File: src/rtl/mult_result_accumulator.sv
// mult_result_accumulator
//   Sums every BATCH_LEN valid multiplier results into one ACC_WIDTH-bit total,
//   buffers totals in a show-ahead FIFO and offers them on a valid/ready port.
//   The input side cannot be stalled, so a completed total that meets a full
//   FIFO (with no pop on the same edge) is dropped and counted.
//   Optional build macro: MULT_ACC_SATURATE_EN clamps the running sum at all
//   ones instead of wrapping modulo 2^ACC_WIDTH.
//
// Output handshake: acc_o/acc_valid_o are a valid/ready pair. A transfer
// happens on a rising edge where acc_valid_o && acc_ready_i. While
// acc_valid_o=1 and acc_ready_i=0 both outputs hold. acc_valid_o never
// depends combinationally on acc_ready_i. When empty, acc_o reads 0.
module mult_result_accumulator #(
  parameter int DATA_WIDTH = 8,
  parameter int ACC_WIDTH  = 16,
  parameter int BATCH_LEN  = 4,
  parameter int FIFO_DEPTH = 2
) (
  input  logic                  clk_i,
  input  logic                  rst_i,
  input  logic [DATA_WIDTH-1:0] data_i,
  input  logic                  data_valid_i,
  input  logic                  clear_i,
  output logic [ACC_WIDTH-1:0]  acc_o,
  output logic                  acc_valid_o,
  input  logic                  acc_ready_i,
  output logic                  busy_o,
  output logic                  overflow_o,
  output logic [7:0]            drop_count_o
);

  // Beat counter is kept at least one bit wide so BATCH_LEN=1 still elaborates.
  localparam int CNT_W = (BATCH_LEN > 1) ? $clog2(BATCH_LEN) : 1;
  localparam int PTR_W = $clog2(FIFO_DEPTH);
  localparam int OCC_W = PTR_W + 1;

  localparam logic [CNT_W-1:0] LAST_BEAT = CNT_W'(BATCH_LEN - 1);
  localparam logic [OCC_W-1:0] OCC_FULL  = OCC_W'(FIFO_DEPTH);

  // Accumulator state
  logic [ACC_WIDTH-1:0] sum_q, sum_d;
  logic [CNT_W-1:0]     cnt_q, cnt_d;

  // FIFO state
  logic [ACC_WIDTH-1:0] mem_q [FIFO_DEPTH];
  logic [ACC_WIDTH-1:0] mem_d [FIFO_DEPTH];
  logic [PTR_W-1:0]     wr_ptr_q, wr_ptr_d;
  logic [PTR_W-1:0]     rd_ptr_q, rd_ptr_d;
  logic [OCC_W-1:0]     occ_q, occ_d;

  // Drop status
  logic                 overflow_q, overflow_d;
  logic [7:0]           drop_cnt_q, drop_cnt_d;

  // Per-cycle decode
  logic [ACC_WIDTH-1:0] add_sum;
  logic                 beat;
  logic                 push_req;
  logic                 pop;
  logic                 fifo_full;
  logic                 push_ok;
  logic                 drop;

  // Running-sum adder: zero-extended data, wrap or clamp depending on build.
`ifdef MULT_ACC_SATURATE_EN
  logic [ACC_WIDTH:0] add_wide;
  always_comb begin
    add_wide = {1'b0, sum_q} + {1'b0, ACC_WIDTH'(data_i)};
    add_sum  = add_wide[ACC_WIDTH] ? {ACC_WIDTH{1'b1}} : add_wide[ACC_WIDTH-1:0];
  end
`else
  always_comb begin
    add_sum = sum_q + ACC_WIDTH'(data_i);
  end
`endif

  // Beat classification, FIFO push/pop/drop decisions.
  always_comb begin
    // clear_i discards any beat presented in the same cycle.
    beat      = data_valid_i && !clear_i;
    push_req  = beat && (cnt_q == LAST_BEAT);
    pop       = (occ_q != '0) && acc_ready_i;
    fifo_full = (occ_q == OCC_FULL);
    // A full FIFO still accepts a push when its head leaves on the same edge.
    push_ok   = push_req && (!fifo_full || pop);
    drop      = push_req && fifo_full && !pop;
  end

  // Accumulator next state: clear dominates, then batch end, then add.
  always_comb begin
    sum_d = sum_q;
    cnt_d = cnt_q;
    if (clear_i) begin
      sum_d = '0;
      cnt_d = '0;
    end else if (push_req) begin
      sum_d = '0;
      cnt_d = '0;
    end else if (beat) begin
      sum_d = add_sum;
      cnt_d = cnt_q + 1'b1;
    end
  end

  // FIFO next state: write completed total at tail, advance head on pop.
  always_comb begin
    mem_d    = mem_q;
    wr_ptr_d = wr_ptr_q;
    rd_ptr_d = rd_ptr_q;
    occ_d    = occ_q;
    if (push_ok) begin
      mem_d[wr_ptr_q] = add_sum;
      wr_ptr_d        = wr_ptr_q + 1'b1;
    end
    if (pop) begin
      rd_ptr_d = rd_ptr_q + 1'b1;
    end
    case ({push_ok, pop})
      2'b10:   occ_d = occ_q + 1'b1;
      2'b01:   occ_d = occ_q - 1'b1;
      default: occ_d = occ_q;
    endcase
  end

  // Drop status next state: sticky flag and saturating counter, cleared by clear_i.
  always_comb begin
    overflow_d = overflow_q;
    drop_cnt_d = drop_cnt_q;
    if (clear_i) begin
      overflow_d = 1'b0;
      drop_cnt_d = '0;
    end else if (drop) begin
      overflow_d = 1'b1;
      if (drop_cnt_q != 8'hFF) begin
        drop_cnt_d = drop_cnt_q + 8'd1;
      end
    end
  end

  // State registers with synchronous active-high reset.
  always_ff @(posedge clk_i) begin
    if (rst_i) begin
      sum_q      <= '0;
      cnt_q      <= '0;
      wr_ptr_q   <= '0;
      rd_ptr_q   <= '0;
      occ_q      <= '0;
      overflow_q <= 1'b0;
      drop_cnt_q <= '0;
      for (int i = 0; i < FIFO_DEPTH; i++) begin
        mem_q[i] <= '0;
      end
    end else begin
      sum_q      <= sum_d;
      cnt_q      <= cnt_d;
      wr_ptr_q   <= wr_ptr_d;
      rd_ptr_q   <= rd_ptr_d;
      occ_q      <= occ_d;
      overflow_q <= overflow_d;
      drop_cnt_q <= drop_cnt_d;
      for (int i = 0; i < FIFO_DEPTH; i++) begin
        mem_q[i] <= mem_d[i];
      end
    end
  end

  // Outputs: registered head entry, forced to zero when empty.
  always_comb begin
    acc_valid_o  = (occ_q != '0);
    acc_o        = acc_valid_o ? mem_q[rd_ptr_q] : '0;
    busy_o       = (cnt_q != '0);
    overflow_o   = overflow_q;
    drop_count_o = drop_cnt_q;
  end

endmodule

File: config.mk
export PLATFORM = sky130hd
export DESIGN_NAME = mult_result_accumulator
export DESIGN_NICKNAME = d
export VERILOG_FILES = /design/src/rtl/mult_result_accumulator.sv
export SDC_FILE = /design/constraint.sdc
export NUM_CORES = 1
export LEC_CHECK = 0
export ABC_AREA = 1
export BUFFER_PORTS_ARGS = -buffer_cell sky130_fd_sc_hd__buf_2
export CAP_MARGIN = 20
export CORE_MARGIN = 2
export CORE_UTILIZATION = 53
export DETAILED_ROUTE_END_ITERATION = 12
export GPL_TIMING_DRIVEN = 0
export PLACE_DENSITY = 0.84
export SYNTH_ARGS = -nofsm -noshare
export SYNTH_HDL_FRONTEND = slang
export SYNTH_SLANG_ARGS = --single-unit
File: constraint.sdc
create_clock -name clk_i -period 1.77 [get_ports clk_i]
set_input_delay 0.0885 -clock clk_i [delete_from_list [all_inputs] [get_ports clk_i]]
set_output_delay 0.0885 -clock clk_i [all_outputs]
set_load 0.005 [all_outputs]
==> metrics.cfg, run 1 <==
[clock_network]
h-tree-depth=3
cts_buffer_depth=2
clock_latency_ns=0.35
cts_tree=yes
holdBufCountCts=0
root_buffer=clkbuf_8
clock_sinks=63
path_clk_slew_ns=0.07
cts_buffers=9

[die]
start_util_pct=54.16
die_h_um=84.09
core-area_mm2=0.006277
die_area_mm2=0.007071
placementRows=29
die_w_um=84.09
pin_count=40

[synthesis]
synth_compound_area_share_pct=15.86
yosys.area_share.xor_xnor_pct=2.319
avgSynthCellArea_um2=6.705
syn-instance-count=507
synth_edf_count=0
synth_fa_ha_area_share_pct=5.006
synth.yosys.seq_area_share_pct=37.10
synth_top_family_by_area=simple AND/OR/NAND/NOR gates
synth.most_common_cell=nand2_1
yosys.area_share.simple_pct=26.94
synth_top_area_share_pct=37.10
synth.distinct_cells=29
ys_seq_elements=63
synth_mux_area_share_pct=0
synth.largest_area_cell=dfxtp_1
syn-num-nets=533
synthFlopType=dfxtp_1
yosys_warnings=0
synth_commonest_cells=125 x nand2_1, 87 x inv_1, 63 x dfxtp_1
yosys-top-cells-area=dfxtp_1 37%, nand2_1 14%, inv_1 9.6%
synth-async-reset-ratio_pct=0
syn-cell-area_mm2=0.003400

[sta]
clock_skew_ns=0.006950
fmax_mhz=554.6
finalCritPeriodShare_pct=101.9
rsz0062_at_grt=true
hold_viol=0
fin_ws_ns=-0.03305
setup-violations-final=3
post-route-min-period_ns=1.803
drv_slew=0
tightestPinTransition_ns=0.5290
slew_headroom_pct=64.73

[grt]
overflow=0
antenna_found_initial=0
grt_pass1_wl_mm=13.61
grt_usage_pct=24.05
first_global_vias=3100
grt_max_degree=12

[drt]
wire_per_inst_um=13.20
initialDrtViolationCount=190
wl_mm=8.490
dr.pass1.iters=5
vias=3381
route.detailed.drc=0
drt-vias-per-instance=5.258
ant_nets=0

[power_and_ir_drop]
vdd_drop_max_mv=0.4793
finalPower_w=0.002953
swShare_pct=25.58
pwr-share-clk_pct=42.8
seq_power_share_pct=48.7
power_density_mw_per_mm2=728.7
p_leak_nw=2.028
pwr-share-comb_pct=8.4
internal_power_w=0.002198
p_switching_w=0.0007553

[critical_path]
worst_r2r_path_depth=8
worstPathArrival_ns=2.04
critPathMaxFanout=3
max_stage_delay_ns=0.42
worstSetupStartpointType=flop
slowest_stage=fa_2
crit_path_cell_trace=ha_4 -> fa_2 -> nand3_2 -> nand3_4 -> buf_4 -> xnor2_4 -> buf_4 -> o22ai_1
end_kind=flop
cp.required_ns=2.00
worstSetupPathType=flop to flop
cp_common_cell=buf_4

[finish]
fill_cells=562
multiInputGateArea_mm2=0.001832
final-seq-area_mm2=0.001264
area_growth_syn_to_layout_pct=19.21
fin_nets=587
antennaDiodeCount=0
fin_area_mm2=0.004053
layout-drive-gt1-share_pct=18.90

[placement]
numPortBuffers=39
place_ws_ns=-0.1544
dp_hpwl_mm=5.925
place_congestion=0.9127
post_dp_cell_area_mm2=0.003691

[hold_path]
worstHoldPathType=input port to flop
min_delay_path_depth=4

[run_status]
run_status=finished with violations
failed_checks=setup timing

[flow_run]
maxCapViolations=0

-- power by group through the flow --
stage | Clock (W) | Combinational [W] | Sequential, W
finish | 0.00127 | 0.000248 | 0.00144
global route | 0.00134 | 0.000274 | 0.00144
CTS | 0.00128 | 0.000207 | 0.00144
detailed placement | 0 | 0.000203 | 0.00147
global placement | 0 | 0.000200 | 0.00147
floorplan | 0 | 0.000140 | 0.00147
-- repair_timing --
item	in CTS	in global routing
gates resized for setup	6	30
setup buffers	0	4
pin swaps	0	6
endpoints found under the setup margin	14	39
-- critical path: cells and delay by family (launching register included) --
kind	cells	cell delay [ns]
DFF	1	0.33
buffers and inverters	2	0.32
xor gates and xnor gates	1	0.18
AOI/OAI and AO/OA	1	0.06
and+or+nand+nor	2	0.20
adders and majority gates	2	0.58
-- cells by family after synthesis --
| group | Yosys count |
|---|---|
| compound gates | 104 |
| xor+xnor | 9 |
| fa+ha+maj | 13 |
| buf+inv | 106 |
| flops | 63 |
| simple gates | 212 |
-- routing by layer --
metal  global-route usage [%]  vias to the layer above  part of all wire, %
met5                        0                        -                    0
met4                    11.00                        0                  2.3
met3                    4.154                       21                  5.8
met2                    40.12                      112                   48
met1                    30.17                     1536                   44
li1                         -                     1712                    -
-- cell type report --
class                      count  share of cell area, %
buffer                        15                  2.377
tap                           77                  2.377
clock buffer                  10                  3.396
inverter                      91                  8.429
clock inverter                 6                  1.482
multi-input combinational    338                  45.20
timing repair buffer          43                  5.557
sequential                    63                  31.18
-- registers in the layout, indices dropped and copies added (netlist names) --
| signal | count |
|---|---|
| mem_q | 32 |
| sum_q | 16 |
| occ_q | 2 |
| overflow_o | 1 |
| drop_count_o | 8 |
| wr_ptr_q | 1 |
| rd_ptr_q | 1 |
| cnt_q | 2 |
-- path summary, 6_finish.rpt --
path,endpoint,slack [ns],startpoint
setup / recovery,mem_q[4],-0.03,sum_q[0]
hold / removal,drop_count_o[1],0.11,rst_i
setup reg to reg,mem_q[4],-0.03,sum_q[0]
hold reg to reg,mem_q[11],0.45,mem_q[11]
-- layout by cell type (no fill, tap or decap), types with 3 or more instances in the layout --
master | synthesis | layout
a21oi_1 | 52 | 50
buf_2 | 5 | 43
buf_4 | 0 | 5
buf_6 | 4 | 4
clkbuf_1 | 6 | 5
clkbuf_8 | 0 | 10
clkinv_2 | 0 | 3
dfxtp_1 | 63 | 61
ha_1 | 12 | 9
inv_1 | 87 | 86
inv_2 | 4 | 5
nand2_1 | 125 | 118
nand2_2 | 3 | 9
nand3_1 | 37 | 33
nand3_2 | 1 | 4
nand4_1 | 5 | 5
nor2_1 | 32 | 31
nor2_4 | 3 | 3
o21a_1 | 3 | 3
o21ai_0 | 41 | 38
o21ai_1 | 2 | 4
o22ai_1 | 3 | 3
xor2_1 | 7 | 5
-- metrics by stage --
| stage | utilization [%] | hold WS [ns] | std cells | TNS (ns) |
|---|---|---|---|---|
| after floorplan | - | 0.2943 | 507 | 0 |
| after global placement | 58.80 | 0.4304 | 623 | -0.5200 |
| after detailed placement | 58.80 | 0.4378 | 623 | -0.7496 |
| after CTS | 62.15 | 0.09865 | 639 | -0.01965 |
| after global routing | 64.56 | 0.1359 | 643 | -0.6838 |
| final | 64.56 | 0.1091 | 643 | -0.07592 |
Note: power is estimated with default switching activity, not from simulation.
==> run 2: changes to the inputs <==
- CORE_UTILIZATION: 53 -> 63
- PLACE_DENSITY: 0.84 -> 0.93
- clock period: 1.77 -> 2.1 ns (I/O delays scaled with it)
==> run 2 against run 1 <==
Critical path depth grew 2; largest power group unchanged; wire length shrank 3.2%; critical path type unchanged; die area shrank 15%; register-to-register slack gained 0.19 ns; the flow now finishes without violations; utilization grew 9.5 points; setup slack gained 0.19 ns; sequential power shrank 16%.
==> metrics.cfg, run 2 (same netlist as run 1, synthesis figures left out) <==
[run_status]
run_status=completed

[clock_network]
h-tree-depth=3  ; unchanged
cts_tree=yes
holdBufCountCts=0  ; unchanged
clock_sinks=63  ; unchanged
cts_buffers=9  ; unchanged
path_clk_slew_ns=0.06  ; about the same
clock_latency_ns=0.34  ; about the same
cts_buffer_depth=2  ; unchanged
root_buffer=clkbuf_8

[finish]
fill_cells=411  ; -27%
antennaDiodeCount=0  ; unchanged
fin_util_pct=74.04  ; +9.5 points
most-common-layout-cells=125 x nand2_1, 87 x inv_1, 63 x dfxtp_1
regMostFlops=mem_q
largest_reg_flops=32  ; unchanged
layout_commonest_cell=nand2_1
fin_nets=583  ; -0.68%
layout-drive-gt1-share_pct=13.04  ; -5.9 points
area_growth_syn_to_layout_pct=12.66

[drt]
wire_per_inst_um=13.05  ; -1.2%
drt-vias-per-instance=5.467  ; +4.0%
routed-wl-met3_um=454  ; -7.2%
wl_mm=8.221  ; -3.2%
wl_met1_mm=3.492  ; -6.4%
wl_met2_mm=4.122  ; +1.1%
vias=3444  ; +1.9%
ant_nets=0  ; unchanged
highest_layer=met4
initialDrtViolationCount=247  ; +30%
dr.pass1.iters=5  ; unchanged
route.detailed.drc=0  ; unchanged

[critical_path]
worstSetupStartpointType=flop
worst_r2r_path_depth=10  ; +2
worstSetupPathType=flop to flop
end_kind=flop
reg2reg_from=sum_q[0]
critPathCapture=sum_q[8]
critPathMaxFanout=3  ; unchanged
worstPathArrival_ns=2.18  ; +0.14 ns
reg2reg_to=sum_q[8]
cp.required_ns=2.33  ; +0.33 ns
crit_start=sum_q[0]
r2r_slack_ns=0.15  ; +0.19 ns

[grt]
grt_pass1_wl_mm=13.90  ; +2.1%
overflow=0  ; unchanged
grt_max_degree=11  ; -1
first_global_vias=3304  ; +6.6%
antenna_found_initial=0  ; unchanged
grt_usage_pct=28.69  ; +4.6 points

[sta]
post-route-min-period_ns=1.947  ; +0.1442 ns
finalCritPeriodShare_pct=92.73  ; -9.1 points
setup_tns_ns=0  ; +0.07592 ns
slew_headroom_pct=64.38  ; -0.35 points
fin_ws_ns=0.1527  ; +0.1858 ns
drv_slew=0  ; unchanged
tightestPinTransition_ns=0.5342  ; +0.005256 ns
hold_viol=0  ; unchanged
clock_skew_ns=0.005681  ; -0.001268 ns
setup-violations-final=0  ; -3
fmax_mhz=513.5  ; -7.4%
rsz0062_at_grt=false

[flow_run]
maxCapViolations=0  ; unchanged

[die]
die_w_um=77.46  ; -7.9%
core-area_mm2=0.005172  ; -18%
pin_count=40  ; unchanged
start_util_pct=65.72  ; +12 points
die_area_mm2=0.005999  ; -15%
die_h_um=77.46  ; -7.9%
placementRows=26  ; -10%

[placement]
dp_hpwl_mm=6.184  ; +4.4%
place_ws_ns=0.1358  ; +0.2902 ns
numPortBuffers=39  ; unchanged
place_congestion=0.9613  ; +5.3%

[power_and_ir_drop]
power_density_mw_per_mm2=583.0  ; -20%
vdd_drop_max_mv=0.4716  ; -1.6%
p_leak_nw=1.954  ; -3.6%

[hold_path]
worstHoldPathType=input port to flop

[run 2: changes by cell type in the layout (fill, tap and decap cells not counted), sizes merged]
cell,before,now
clkinv,3,2
clkinvlp,2,0
bufinv,1,0
buf,52,48
clkbuf,16,18
[run 2: worst min path at each step]
stage / from / endpoint / depth (start not counted)
2_1_floorplan: rst_i / drop_count_o[1] / 3
3_3_place_gp: mem_q[15] / mem_q[15] / 2
3_5_place_dp: mem_q[9] / mem_q[9] / 2
4_1_cts: rst_i / drop_count_o[1] / 4
5_1_grt: rst_i / drop_count_o[3] / 4
6_report: rst_i / drop_count_o[1] / 4
[run 2: stage by stage]
step / area (um^2) / total power [W] / std cells / hold slack, ns
CTS: 3827 / 0.002232 / 630 / 0.1163
finish: 3830 / 0.002233 / 630 / 0.1226
global placement: 3682 / 0.001405 / 616 / 0.4333
global route: 3830 / 0.002303 / 630 / 0.1343
detailed placement: 3682 / 0.001412 / 616 / 0.4345
floorplan: 3400 / 0.001356 / 507 / 0.3108
[run 2: power by group]
| group | switching (W) | internal (W) | total [W] |
|---|---|---|---|
| registers | 0.00000829 | 0.00121 | 0.00121 |
| clock network | 0.000430 | 0.000412 | 0.000842 |
| logic | 0.000121 | 0.0000561 | 0.000177 |
[run 2: final cells by class]
cell class,count,area (um^2),area share (%)
plain buffers,15,92.59,2.418
clock buffers,12,135.1,3.528
flip-flops and latches,63,1261,32.93
well taps,70,87.58,2.287
inverters,91,341.6,8.919
clock inverters,2,10.01,0.2614
repair buffers,39,195.2,5.096
multi-input cells,338,1707,44.56
[run 2: what timing repair did]
item,in CTS,in global routing
buffers inserted,0,0
resized for setup,0,1
endpoints found under the setup margin,0,2
[run 2: routing by layer]
metal	vias up	GRT usage [%]
li1	1705	-
met4	0	11.61
met5	-	0
met2	113	51.04
met3	19	7.093
met1	1607	32.84
[run 2: worst max-delay path, cell delays in order, from the launching register on]
cell and delay, ns:
dfxtp_1 0.31, ha_1 0.21, fa_2 0.37, nand3_1 0.09, nand3_1 0.15, nand2_1 0.13
nand3_1 0.13, nand2_1 0.10, nand2_1 0.10, o21ai_0 0.18, inv_1 0.06
